--- config.mk ---
export PLATFORM = sky130hd
export DESIGN_NAME = uart_tx
export DESIGN_NICKNAME = d
export VERILOG_FILES = /design/src/rtl/uart_pkg.sv /design/src/rtl/uart_baud_gen.sv /design/src/rtl/uart_tx.sv
export SDC_FILE = /design/constraint.sdc
export NUM_CORES = 1
export LEC_CHECK = 0
export CAP_MARGIN = 10
export CORE_ASPECT_RATIO = 2
export CORE_UTILIZATION = 46
export DETAILED_ROUTE_END_ITERATION = 8
export PLACE_DENSITY = 0.67
export SYNTH_ARGS = -nofsm -noshare
export SYNTH_HDL_FRONTEND = slang
export SYNTH_SLANG_ARGS = --single-unit
--- constraint.sdc ---
create_clock -name clk -period 2 [get_ports clk]
set_input_delay 0.3 -clock clk [delete_from_list [all_inputs] [get_ports clk]]
set_output_delay 0.3 -clock clk [all_outputs]
set_load 0.005 [all_outputs]
--- src/rtl/uart_pkg.sv ---
// Shared types and helpers for the UART transmitter: FSM states, data width and
// the baud divider calculation.
package uart_pkg;

  localparam int unsigned DATA_BITS = 8;

  typedef enum logic [2:0] {
    StIdle,
    StStart,
    StData,
    StParity,
    StStop
  } uart_state_e;

  // Integer division; any fractional part of the ratio is a baud error the caller accepts.
  function automatic int unsigned calc_clks_per_bit(input int unsigned clk_freq_hz,
                                                    input int unsigned baud_rate);
    return clk_freq_hz / baud_rate;
  endfunction

endpackage

--- src/rtl/uart_baud_gen.sv ---
// Bit-period timer: counts 0..CLKS_PER_BIT-1 while enabled and pulses bit_done on the
// last count of every bit period. Held at zero while disabled.
module uart_baud_gen #(
  parameter int unsigned CLKS_PER_BIT = 434
) (
  input  logic clk,
  input  logic rst,
  input  logic enable,
  output logic bit_done
);

  localparam int unsigned CNT_W = $clog2(CLKS_PER_BIT);
  localparam logic [CNT_W-1:0] LAST_CNT = CNT_W'(CLKS_PER_BIT - 1);

  logic [CNT_W-1:0] cnt_q;

  always_ff @(posedge clk or posedge rst) begin
    if (rst) begin
      cnt_q <= '0;
    end else if (!enable || (cnt_q == LAST_CNT)) begin
      cnt_q <= '0;
    end else begin
      cnt_q <= cnt_q + CNT_W'(1);
    end
  end

  assign bit_done = enable && (cnt_q == LAST_CNT);

endmodule

--- src/rtl/uart_tx.sv ---
// Byte-wide UART transmitter, LSB first, 8N1 by default or 8E1 when UART_TX_PARITY_EN
// is defined. tx and busy come straight from flops.
module uart_tx
  import uart_pkg::*;
#(
  parameter int unsigned CLK_FREQ_HZ = 50_000_000,
  parameter int unsigned BAUD_RATE   = 115200
) (
  input  logic       clk,
  input  logic       rst,
  input  logic [7:0] data_in,
  input  logic       start,
  output logic       tx,
  output logic       busy
);

  localparam int unsigned CLKS_PER_BIT = calc_clks_per_bit(CLK_FREQ_HZ, BAUD_RATE);
  localparam int unsigned BIT_W = $clog2(DATA_BITS);
  localparam logic [BIT_W-1:0] LAST_BIT = BIT_W'(DATA_BITS - 1);

  uart_state_e          state_q;
  logic [DATA_BITS-1:0] shreg_q;
  logic [BIT_W-1:0]     bit_cnt_q;
  logic                 tx_q;
  logic                 busy_q;
  logic                 baud_en;
  logic                 bit_done;
  logic                 next_bit;

  // Timer runs only inside a frame so every bit is phase-aligned to acceptance.
  assign baud_en = (state_q != StIdle);

  uart_baud_gen #(
    .CLKS_PER_BIT(CLKS_PER_BIT)
  ) u_baud_gen (
    .clk      (clk),
    .rst      (rst),
    .enable   (baud_en),
    .bit_done (bit_done)
  );

  assign next_bit = shreg_q[bit_cnt_q + BIT_W'(1)];

  always_ff @(posedge clk or posedge rst) begin
    if (rst) begin
      state_q   <= StIdle;
      shreg_q   <= '0;
      bit_cnt_q <= '0;
      tx_q      <= 1'b1;
      busy_q    <= 1'b0;
    end else begin
      case (state_q)
        StIdle: begin
          tx_q      <= 1'b1;
          busy_q    <= 1'b0;
          bit_cnt_q <= '0;
          if (start) begin
            shreg_q <= data_in;
            state_q <= StStart;
            tx_q    <= 1'b0;
            busy_q  <= 1'b1;
          end
        end
        StStart: begin
          if (bit_done) begin
            state_q   <= StData;
            bit_cnt_q <= '0;
            tx_q      <= shreg_q[0];
          end
        end
        StData: begin
          if (bit_done) begin
            if (bit_cnt_q == LAST_BIT) begin
`ifdef UART_TX_PARITY_EN
              state_q <= StParity;
              tx_q    <= ^shreg_q;
`else
              state_q <= StStop;
              tx_q    <= 1'b1;
`endif
            end else begin
              bit_cnt_q <= bit_cnt_q + BIT_W'(1);
              tx_q      <= next_bit;
            end
          end
        end
`ifdef UART_TX_PARITY_EN
        StParity: begin
          if (bit_done) begin
            state_q <= StStop;
            tx_q    <= 1'b1;
          end
        end
`endif
        StStop: begin
          if (bit_done) begin
            state_q <= StIdle;
            busy_q  <= 1'b0;
            tx_q    <= 1'b1;
          end
        end
        default: begin
          state_q <= StIdle;
          busy_q  <= 1'b0;
          tx_q    <= 1'b1;
        end
      endcase
    end
  end

  assign tx   = tx_q;
  assign busy = busy_q;

endmodule

# Yosys cells after proc, flatten, opt, wreduce, memory -nomap -nowiden
# Cells that the tools add are included.
dict set report word_totals {
  register_bits 25
  in_bits 11
}
dict set report classes {
  addsub 2
  n_lt_le_gt_ge 1
  n_eq_ne 11
  mux 21
  n_bitwise 1
  n_reduce_logical 12
}
# op count
set op_table {}
lappend op_table {{3-bit 2-to-1 mux} 7}
lappend op_table {{2-bit != test, second input constant} 6}
lappend op_table {{3-bit one-hot mux with 4 select lines} 1}
lappend op_table {{9-bit by 1-bit adder with 9-bit output, second input constant} 1}
lappend op_table {{9-bit equality test, second input constant} 1}
lappend op_table {{9-bit 2-to-1 mux} 1}
lappend op_table {{3-bit one-hot mux with 3 select lines} 1}
lappend op_table {{1-bit 2-to-1 mux} 8}
lappend op_table {{3-bit equality test, second input constant} 2}
lappend op_table {{3-bit nonzero test} 2}
lappend op_table {{5-bit AND reduction} 1}
lappend op_table {{3-bit by 4-bit < comparator with 1-bit output, second input constant} 1}
lappend op_table {{1-bit one-hot mux with 4 select lines} 1}
lappend op_table {{2-bit AND reduction} 2}
lappend op_table {{4-bit AND reduction} 1}
lappend op_table {{3-bit by 1-bit adder with 3-bit output, second input constant} 1}
lappend op_table {{1-bit binary-select mux with 3-bit select} 1}
lappend op_table {{3-bit by 1-bit equality test with 1-bit output, second input constant} 1}
lappend op_table {{3-bit by 2-bit equality test with 1-bit output, second input constant} 1}
lappend op_table {{3-bit logical NOT} 1}
lappend op_table {{1-bit one-hot mux with 3 select lines} 1}
lappend op_table {{3-bit AND reduction} 1}
lappend op_table {{2-bit OR reduction} 1}
lappend op_table {{1-bit logical AND} 1}
lappend op_table {{3 further kinds} 3}

# Longest topological paths before layout
# Gate-level depths: netlist of run 1.
dict set report logic_depth {
  word_depth 6
  depth_mapped 7
}

# By module
# From an unflattened synthesis of run 1, not the netlist that was laid out.
dict set report unflattened {
  cells_unflattened 124
  area_unflattened_um2 1383.8
}
# mod n_inst cells_per_inst area_per_inst_um2 seq_area_each_um2
set by_module_without_submodules {}
lappend by_module_without_submodules {uart_tx 1 75 893.4 401.6}
lappend by_module_without_submodules {uart_baud_gen 1 49 490.5 225.2}

# Worst setup path after synthesis of run 1
# No wires, ideal clock.
dict set report synth_path {
  kind {register to register}
  startpoint {register bit_cnt_q[0]}
  endpoint {register tx_q, in the netlist tx}
  setup_ns 0.077
  arrival_ns 1.687
  t_required_ns 1.923
  slack_ns 0.236
  path_stages_with_launch 7
  n_path_buf 0
  path_cell_list {dfrtp_1 ha_1 ha_1 mux4_2 a311oi_1 o211ai_1 o21a_1}
}
dict set report synth_via {
  elab_chain_cells 6
  elab_cells_between_ends 7
  cone_classes {add/sub (1); eq/ne (1); mux (5)}
}
# element line_no
set synth_lines {}
lappend synth_lines {{start, declared} uart_tx.sv:23} ;# logic [BIT_W-1:0] bit_cnt_q;
lappend synth_lines {{start signal, assigned} uart_tx.sv:82} ;# bit_cnt_q <= bit_cnt_q + BIT_W'(1);
lappend synth_lines {{3-bit by 1-bit adder with 3-bit output} uart_tx.sv:42} ;# assign next_bit = shreg_q[bit_cnt_q + BIT_W'(1)];
lappend synth_lines {{1-bit binary-select mux with 3-bit select} uart_tx.sv:42}
lappend synth_lines {{1-bit 2-to-1 mux (not written as such)} uart_tx.sv:42}
lappend synth_lines {{1-bit 2-to-1 mux *} uart_tx.sv:73} ;# if (bit_cnt_q == LAST_BIT) begin
lappend synth_lines {{1-bit 2-to-1 mux *} uart_tx.sv:72} ;# if (bit_done) begin
lappend synth_lines {{1-bit one-hot mux with 4 select lines *} uart_tx.sv:52} ;# case (state_q)
lappend synth_lines {{end signal, assigned} uart_tx.sv:68} ;# tx_q <= shreg_q[0];
lappend synth_lines {{end signal, assigned} uart_tx.sv:83} ;# tx_q <= next_bit;
lappend synth_lines {{end, declared} uart_tx.sv:24} ;# logic tx_q;
# Mark *: on every way between the ends. The rest lies on a longest branch, timed or not. The select of a mux whose other input is x is not followed.
# A chain may end at the register's enable or synchronous reset.

# Final worst setup path of run 1
# Ends and elaborated chain as after synthesis.

==> results of run 1 <==
worst register-to-register path, cell delays in order (launching register included):
cell	delay, ns
dfrtp_1	0.39
ha_1	0.21
ha_1	0.31
mux4_2	0.30
a311oi_1	0.28
o211ai_1	0.12
o21a_1	0.12
per-layer routing:
layer / vias to the layer above / wire (um)
met2: 11 / 1330
met3: 2 / 37
met4: 0 / 9
met5: - / 0
li1: 434 / -
met1: 443 / 968
stage by stage:
step / hold slack [ns] / area (um2)
after detailed placement: 0.473 / 1410
after global placement: 0.468 / 1410
after global routing: 0.416 / 1450
after CTS: 0.392 / 1450
after floorplan: 0.327 / 1250
final: 0.384 / 1450
registers in the layout, indices dropped and copies added, names as in the netlist:
name and count:
state_q 3, bit_cnt_q 3, busy 1, shreg_q 8, tx 1, u_baud_gen.cnt_q 9
worst paths after layout:
| kind | slack (ns) | cells after the start | to |
|---|---|---|---|
| max | 0.21 | 6 | tx$_DFFE_PP1P_ |
| max reg2reg | 0.21 | 6 | tx$_DFFE_PP1P_ |
| min | 0.38 | 3 | shreg_q[6]$_DFFE_PP0P_ |
| min in group clk | 0.48 | 1 | busy$_DFFE_PP0P_ |
| min reg2reg | 0.48 | 1 | busy$_DFFE_PP0P_ |
| max in group asynchronous | 1.33 | 3 | tx$_DFFE_PP1P_ |
cell usage after synthesis:
| cell type | instances |
|---|---|
| xnor2_1 | 3 |
| or4_4 | 1 |
| ha_1 | 4 |
| mux2_1 | 5 |
| o211ai_1 | 1 |
| and2_1 | 1 |
| buf_4 | 1 |
| o21ai_1 | 3 |
| nor2_1 | 16 |
| xor2_1 | 3 |
| dfrtp_1 | 24 |
| a21oi_1 | 7 |
| buf_2 | 4 |
| a311oi_1 | 1 |
| nor3_1 | 2 |
| o21ai_2 | 1 |
| nand2b_1 | 5 |
| dfstp_2 | 1 |
| o41ai_1 | 1 |
| o21a_1 | 1 |
| and3_1 | 1 |
| nand3_1 | 3 |
| nand2_1 | 4 |
| inv_1 | 5 |
| o21ai_0 | 3 |
| o31ai_1 | 2 |
| mux4_2 | 2 |
| mux2_2 | 4 |
| a21oi_2 | 1 |
| nor4_2 | 1 |
| or3_1 | 1 |
| nand4_1 | 1 |
| a21o_1 | 3 |
layout by cell type (no fill, tap or decap):
cell,netlist,routed
or3_1,1,1
buf_4,1,3
a21o_1,3,3
xor2_1,3,3
clkdlybuf4s50_1,0,12
mux4_2,2,2
and3_1,1,1
o211ai_1,1,1
a21oi_2,1,1
nor2_1,16,16
clkbuf_8,0,3
clkbuf_1,0,1
mux2_1,5,5
xnor2_1,3,3
o41ai_1,1,1
nor3_1,2,2
o21ai_0,3,3
a311oi_1,1,1
and2_1,1,1
dfrtp_1,24,24
nand2b_1,5,5
o21ai_1,3,3
nor4_2,1,1
o21a_1,1,1
a21oi_1,7,7
ha_1,4,4
dfstp_2,1,1
nand3_1,3,3
mux2_2,4,4
nand2_1,4,4
o21ai_2,1,1
or4_4,1,1
nand4_1,1,1
o31ai_1,2,2
inv_1,5,5
cell families (layout without fill, tap and decap cells):
logic type                 after synthesis  in the layout  share of synthesized area
buffers and inverters                   10             24                     0.0369
adders and majority gates                4              4                     0.0399
and+or+nand+nor                         36             36                      0.144
muxes                                   11             11                      0.117
xor gates and xnor gates                 6              6                     0.0419
DFF                                     25             25                      0.500
AOI/OAI and AO/OA                       24             24                      0.122
report_power, final:
part           internal (W)  switching (W)  leakage [nW]  total, W
registers          0.000634      0.0000972         0.315  0.000731
clock network      0.000142       0.000151        0.0228  0.000293
logic              0.000186       0.000119         0.298  0.000305
cell type report:
| cell class | count | area (um2) | share of cell area |
|---|---|---|---|
| sequential | 25 | 627 | 0.432 |
| multi-input combinational | 81 | 582 | 0.401 |
| timing repair buffer | 15 | 143 | 0.0984 |
| clock buffer | 4 | 45.0 | 0.0311 |
| tap | 28 | 35.0 | 0.0242 |
| inverter | 5 | 18.8 | 0.0129 |
==> metrics.cfg, run 1 <==
[layout]
nets = 146
num_antenna_cells = 0
fin_util = 0.564
drive_above_1_share = 0.131
fillers = 232
layout-area-overhead-vs-synth_pct = 15.6
fin_cells = 158

[timing]
fmax_mhz = 560
final.setup.worst_slack_ns = 0.213
tightest_slew_ns = 0.472
period_share = 0.893
final_max_slew_viol_count = 0
fin_tns_setup_ns = 0
finalHoldViolCount = 0
setup_viol = 0
slew_headroom = 0.685
finalCriticalPeriod_ns = 1.79
fin_skew_ns = 0.00199
rsz0062_at_grt = no

[power]
power_w = 0.00133
p_leak_nw = 0.635
peakVddDrop_mv = 0.446
power.density_mw_per_mm2 = 917

[logic_synthesis]
ys_ff_latch = 25
syn_inst = 116
synth.top_cell.area_share = 0.479
netlist_area_mm2 = 0.00125
synth.avg_cell_area_um2 = 10.8
synth_area_leaders = dfrtp_1 (48%), nor2_1 (4.8%), mux2_1 (4.5%), ha_1 (4.0%), mux2_2 (3.6%)
yosysWarnings = 0
synth_top_cell_by_area = dfrtp_1
syn-num-nets = 131
ys_seq_area_frac = 0.500
ys_types = 33

[route]
wl_um = 2350
drc = 0
ant_nets = 0
vias = 890
via_per_inst = 5.63
wl_per_cell_um = 14.8
drt-initial-drc-count = 25
drt_pass1_iterations = 4

[worst_setup_path]
required_ns = 2.20
path_common_cell = ha_1
worstPathMaxFanout = 3
crit_buf_inv = 0
critPathTopFamily = adder cells
end_kind = register
critPathLaunch = bit_cnt_q[0]$_DFFE_PP0P_
crit_chain = ha_1 -> ha_1 -> mux4_2 -> a311oi_1 -> o211ai_1 -> o21a_1
cp_slowest_cell = dfrtp_1
critPathArrivalTime_ns = 1.99
crit_type = register to register
timing.rr.start = bit_cnt_q[0]$_DFFE_PP0P_
cp_slowest_stage_delay_ns = 0.39
worstSetupStartpointType = register

[run_status]
outcome = finished, final reports clean

[cts]
clk_latency_ns = 0.26
htree_num_levels = 1
cts_tree = done
postCtsResizedCells = 0
root_buffer = clkbuf_8
cts_max_path_buffers = 2
cts_buffers = 3
clk_pin_slew_worst_paths_ns = 0.08
cts_sinks = 25
postCtsHoldBufs = 0
post-cts-setup-buffers = 0

[grt]
grt_pass1_wl_um = 4060
grt_pass1_vias = 947
grt_busiest_layer = met2
grt_use_met2 = 0.370
grt_use_met1 = 0.219
grt_max_degree = 26
grt_usage = 0.197
antenna_found_initial = 0
met3_usage = 0.0262
grt_overflow_total = 0

[placement]
dp_hpwl_um = 1780
pre_cts_ws_ns = 0.218
place_inst = 154
port_buffers = 12
gp_congestion = 0.698

[min_path]
worstHoldPathType = primary input to asynchronous set/reset pin

[flow_run]
cap_violations = 0

[floorplan]
core_mm2 = 0.00257
start_util = 0.488
ios = 13
core.rowCount = 26
die_y_um = 75.9
die_width_um = 38.9
die_area_mm2 = 0.00295

Note: power is estimated with default switching activity, not from simulation.
==> run 2: changes to the inputs <==
--- a/config.mk
+++ b/config.mk
@@ -8,8 +8,10 @@
 export CAP_MARGIN = 10
 export CORE_ASPECT_RATIO = 2
 export CORE_UTILIZATION = 46
+export CTS_CLUSTER_DIAMETER = 40
 export DETAILED_ROUTE_END_ITERATION = 8
 export PLACE_DENSITY = 0.67
 export SYNTH_ARGS = -nofsm -noshare
 export SYNTH_HDL_FRONTEND = slang
 export SYNTH_SLANG_ARGS = --single-unit
+export TNS_END_PERCENT = 100
==> results of run 2 <==
Final layout, timing and power as in run 1 (identical DEF).
==> run 3: changes to the inputs <==
--- a/config.mk
+++ b/config.mk
@@ -11,6 +11,7 @@
 export CTS_CLUSTER_DIAMETER = 40
 export DETAILED_ROUTE_END_ITERATION = 8
 export PLACE_DENSITY = 0.67
+export SLEW_MARGIN = 40
 export SYNTH_ARGS = -nofsm -noshare
 export SYNTH_HDL_FRONTEND = slang
 export SYNTH_SLANG_ARGS = --single-unit
==> constraint.sdc (replaced) <==
create_clock -name clk -period 2.2 [get_ports clk]
set_input_delay 0.33 -clock clk [delete_from_list [all_inputs] [get_ports clk]]
set_output_delay 0.33 -clock clk [all_outputs]
set_load 0.005 [all_outputs]
==> run 3 against run 2 <==
Against the previous run:
- sequential share of layout area increased by 0.45 points
- non-clock buffer count decreased by 2
- critical path depth unchanged
- cell count decreased by 1.3%
- maximum frequency decreased by 6.2%
- worst hold slack improved by 0.022 ns
- cell area decreased by 1.0%
- sequential power decreased by 8.6%
- sequential cell count unchanged
- via count increased by 0.67%
- total power decreased by 8.3%
- critical path type unchanged
- largest power group unchanged
- highest routed layer unchanged
==> metrics.cfg, run 3 (same netlist as run 1, synthesis figures left out) <==
[run_status]
outcome = finished, final reports clean

[route]
drt_pass1_iterations = 4
via_per_inst = 5.74
vias = 896
wl_um = 2430
ant_nets = 0
drc = 0
drt-initial-drc-count = 32
wl_per_cell_um = 15.6

[layout]
regMostFlops = u_baud_gen.cnt_q
layout-area-overhead-vs-synth_pct = 14.4
layout.cells.most_common = dfrtp_1
drive_above_1_share = 0.117
fillers = 237
fin_util = 0.558
largest_registers = u_baud_gen.cnt_q (9), shreg_q (8)
num_antenna_cells = 0
final_cell_mix = dfrtp_1 (24), nor2_1 (16), clkdlybuf4s50_1 (12)
fin_cells = 156
nets = 144
largest_register_ffs = 9

[floorplan]
core.rowCount = 26
core_mm2 = 0.00257
ios = 13
start_util = 0.488
die_y_um = 75.9
die_area_mm2 = 0.00295
die_width_um = 38.9

[worst_setup_path]
worstSetupStartpointType = register
end_kind = register
cp_slowest_cell = dfrtp_1
required_ns = 2.40
crit_chain = ha_1 -> ha_1 -> mux4_2 -> a311oi_1 -> o211ai_1 -> o21a_1
crit_type = register to register
timing.rr.start = bit_cnt_q[0]$_DFFE_PP0P_
critPathArrivalTime_ns = 2.11
worstRegToRegCells = 6
path_common_cell = ha_1
r2r_slack_ns = 0.29
r2r_end = tx$_DFFE_PP1P_
worstPathMaxFanout = 5
cp_slowest_stage_delay_ns = 0.45

[cts]
postCtsResizedCells = 0
htree_num_levels = 1
cts_sinks = 25
cts_max_path_buffers = 2
cts_buffers = 3
clk_pin_slew_worst_paths_ns = 0.08
post-cts-setup-buffers = 0
clk_latency_ns = 0.26
cts_tree = done
root_buffer = clkbuf_8
postCtsHoldBufs = 0

[power]
peakVddDrop_mv = 0.554
power.density_mw_per_mm2 = 850
p_leak_nw = 0.624

[timing]
period_share = 0.866
setup_viol = 0
final_max_slew_viol_count = 0
final.setup.worst_slack_ns = 0.295
tightest_slew_ns = 0.479
rsz0062_at_grt = no
fin_tns_setup_ns = 0
finalCriticalPeriod_ns = 1.91
fmax_mhz = 525
finalHoldViolCount = 0
slew_headroom = 0.681
fin_skew_ns = 0.00191

[grt]
grt_usage = 0.193
grt_overflow_total = 0
grt_pass1_wl_um = 3910
antenna_found_initial = 0
grt_pass1_vias = 910
grt_max_degree = 26

[placement]
place_inst = 152
port_buffers = 12
pre_cts_ws_ns = 0.313
dp_hpwl_um = 1840
gp_congestion = 0.674

[min_path]
worstHoldPathType = primary input to asynchronous set/reset pin

[flow_run]
cap_violations = 0

[run 3: layer usage]
metal	track usage	up-vias	routed length, um
met3	0.0321	6	74
met1	0.207	437	956
met2	0.343	26	1330
li1	-	427	-
met5	0	-	0
met4	0.0996	0	67
[run 3: critical path: cells and delay by family (launching register included)]
| family | cells | cell delay, ns |
|---|---|---|
| compound gates | 3 | 0.52 |
| fa+ha+maj | 2 | 0.56 |
| flops | 1 | 0.45 |
| mux | 1 | 0.31 |
[run 3: where the power goes]
group,switching [W],internal (W),leakage [nW],total (W)
logic,0.000111,0.000169,0.287,0.000281
clock network,0.000141,0.000129,0.0228,0.000271
registers,0.0000917,0.000576,0.315,0.000668
[run 3: how the worst max path moves through the flow]
stage	end	start	slack (ns)	cells after the start
floorplan	tx$_DFFE_PP1P_	bit_cnt_q[0]$_DFFE_PP0P_	0.44	6
global placement	tx$_DFFE_PP1P_	bit_cnt_q[0]$_DFFE_PP0P_	0.41	6
detailed placement	tx$_DFFE_PP1P_	bit_cnt_q[0]$_DFFE_PP0P_	0.31	6
CTS	tx$_DFFE_PP1P_	bit_cnt_q[0]$_DFFE_PP0P_	0.31	6
global route	tx$_DFFE_PP1P_	bit_cnt_q[0]$_DFFE_PP0P_	0.22	6
finish	tx$_DFFE_PP1P_	bit_cnt_q[0]$_DFFE_PP0P_	0.29	6
[run 3: through the flow]
stage / total power [W] / hold WS, ns / cell area [um2]
4_1_cts: 0.00123 / 0.419 / 1440
6_report: 0.00122 / 0.406 / 1440
3_3_place_gp: 0.000937 / 0.467 / 1390
2_1_floorplan: 0.000848 / 0.357 / 1250
3_5_place_dp: 0.000961 / 0.465 / 1390
5_1_grt: 0.00130 / 0.436 / 1440
[run 3: cell type report]
class	count	area, um2	area share
Tap cell	28	35.0	0.0244
Timing Repair Buffer	13	128	0.0889
Multi-Input combinational cell	81	582	0.405
Clock buffer	4	45.0	0.0314
Inverter	5	18.8	0.0131
Sequential cell	25	627	0.437
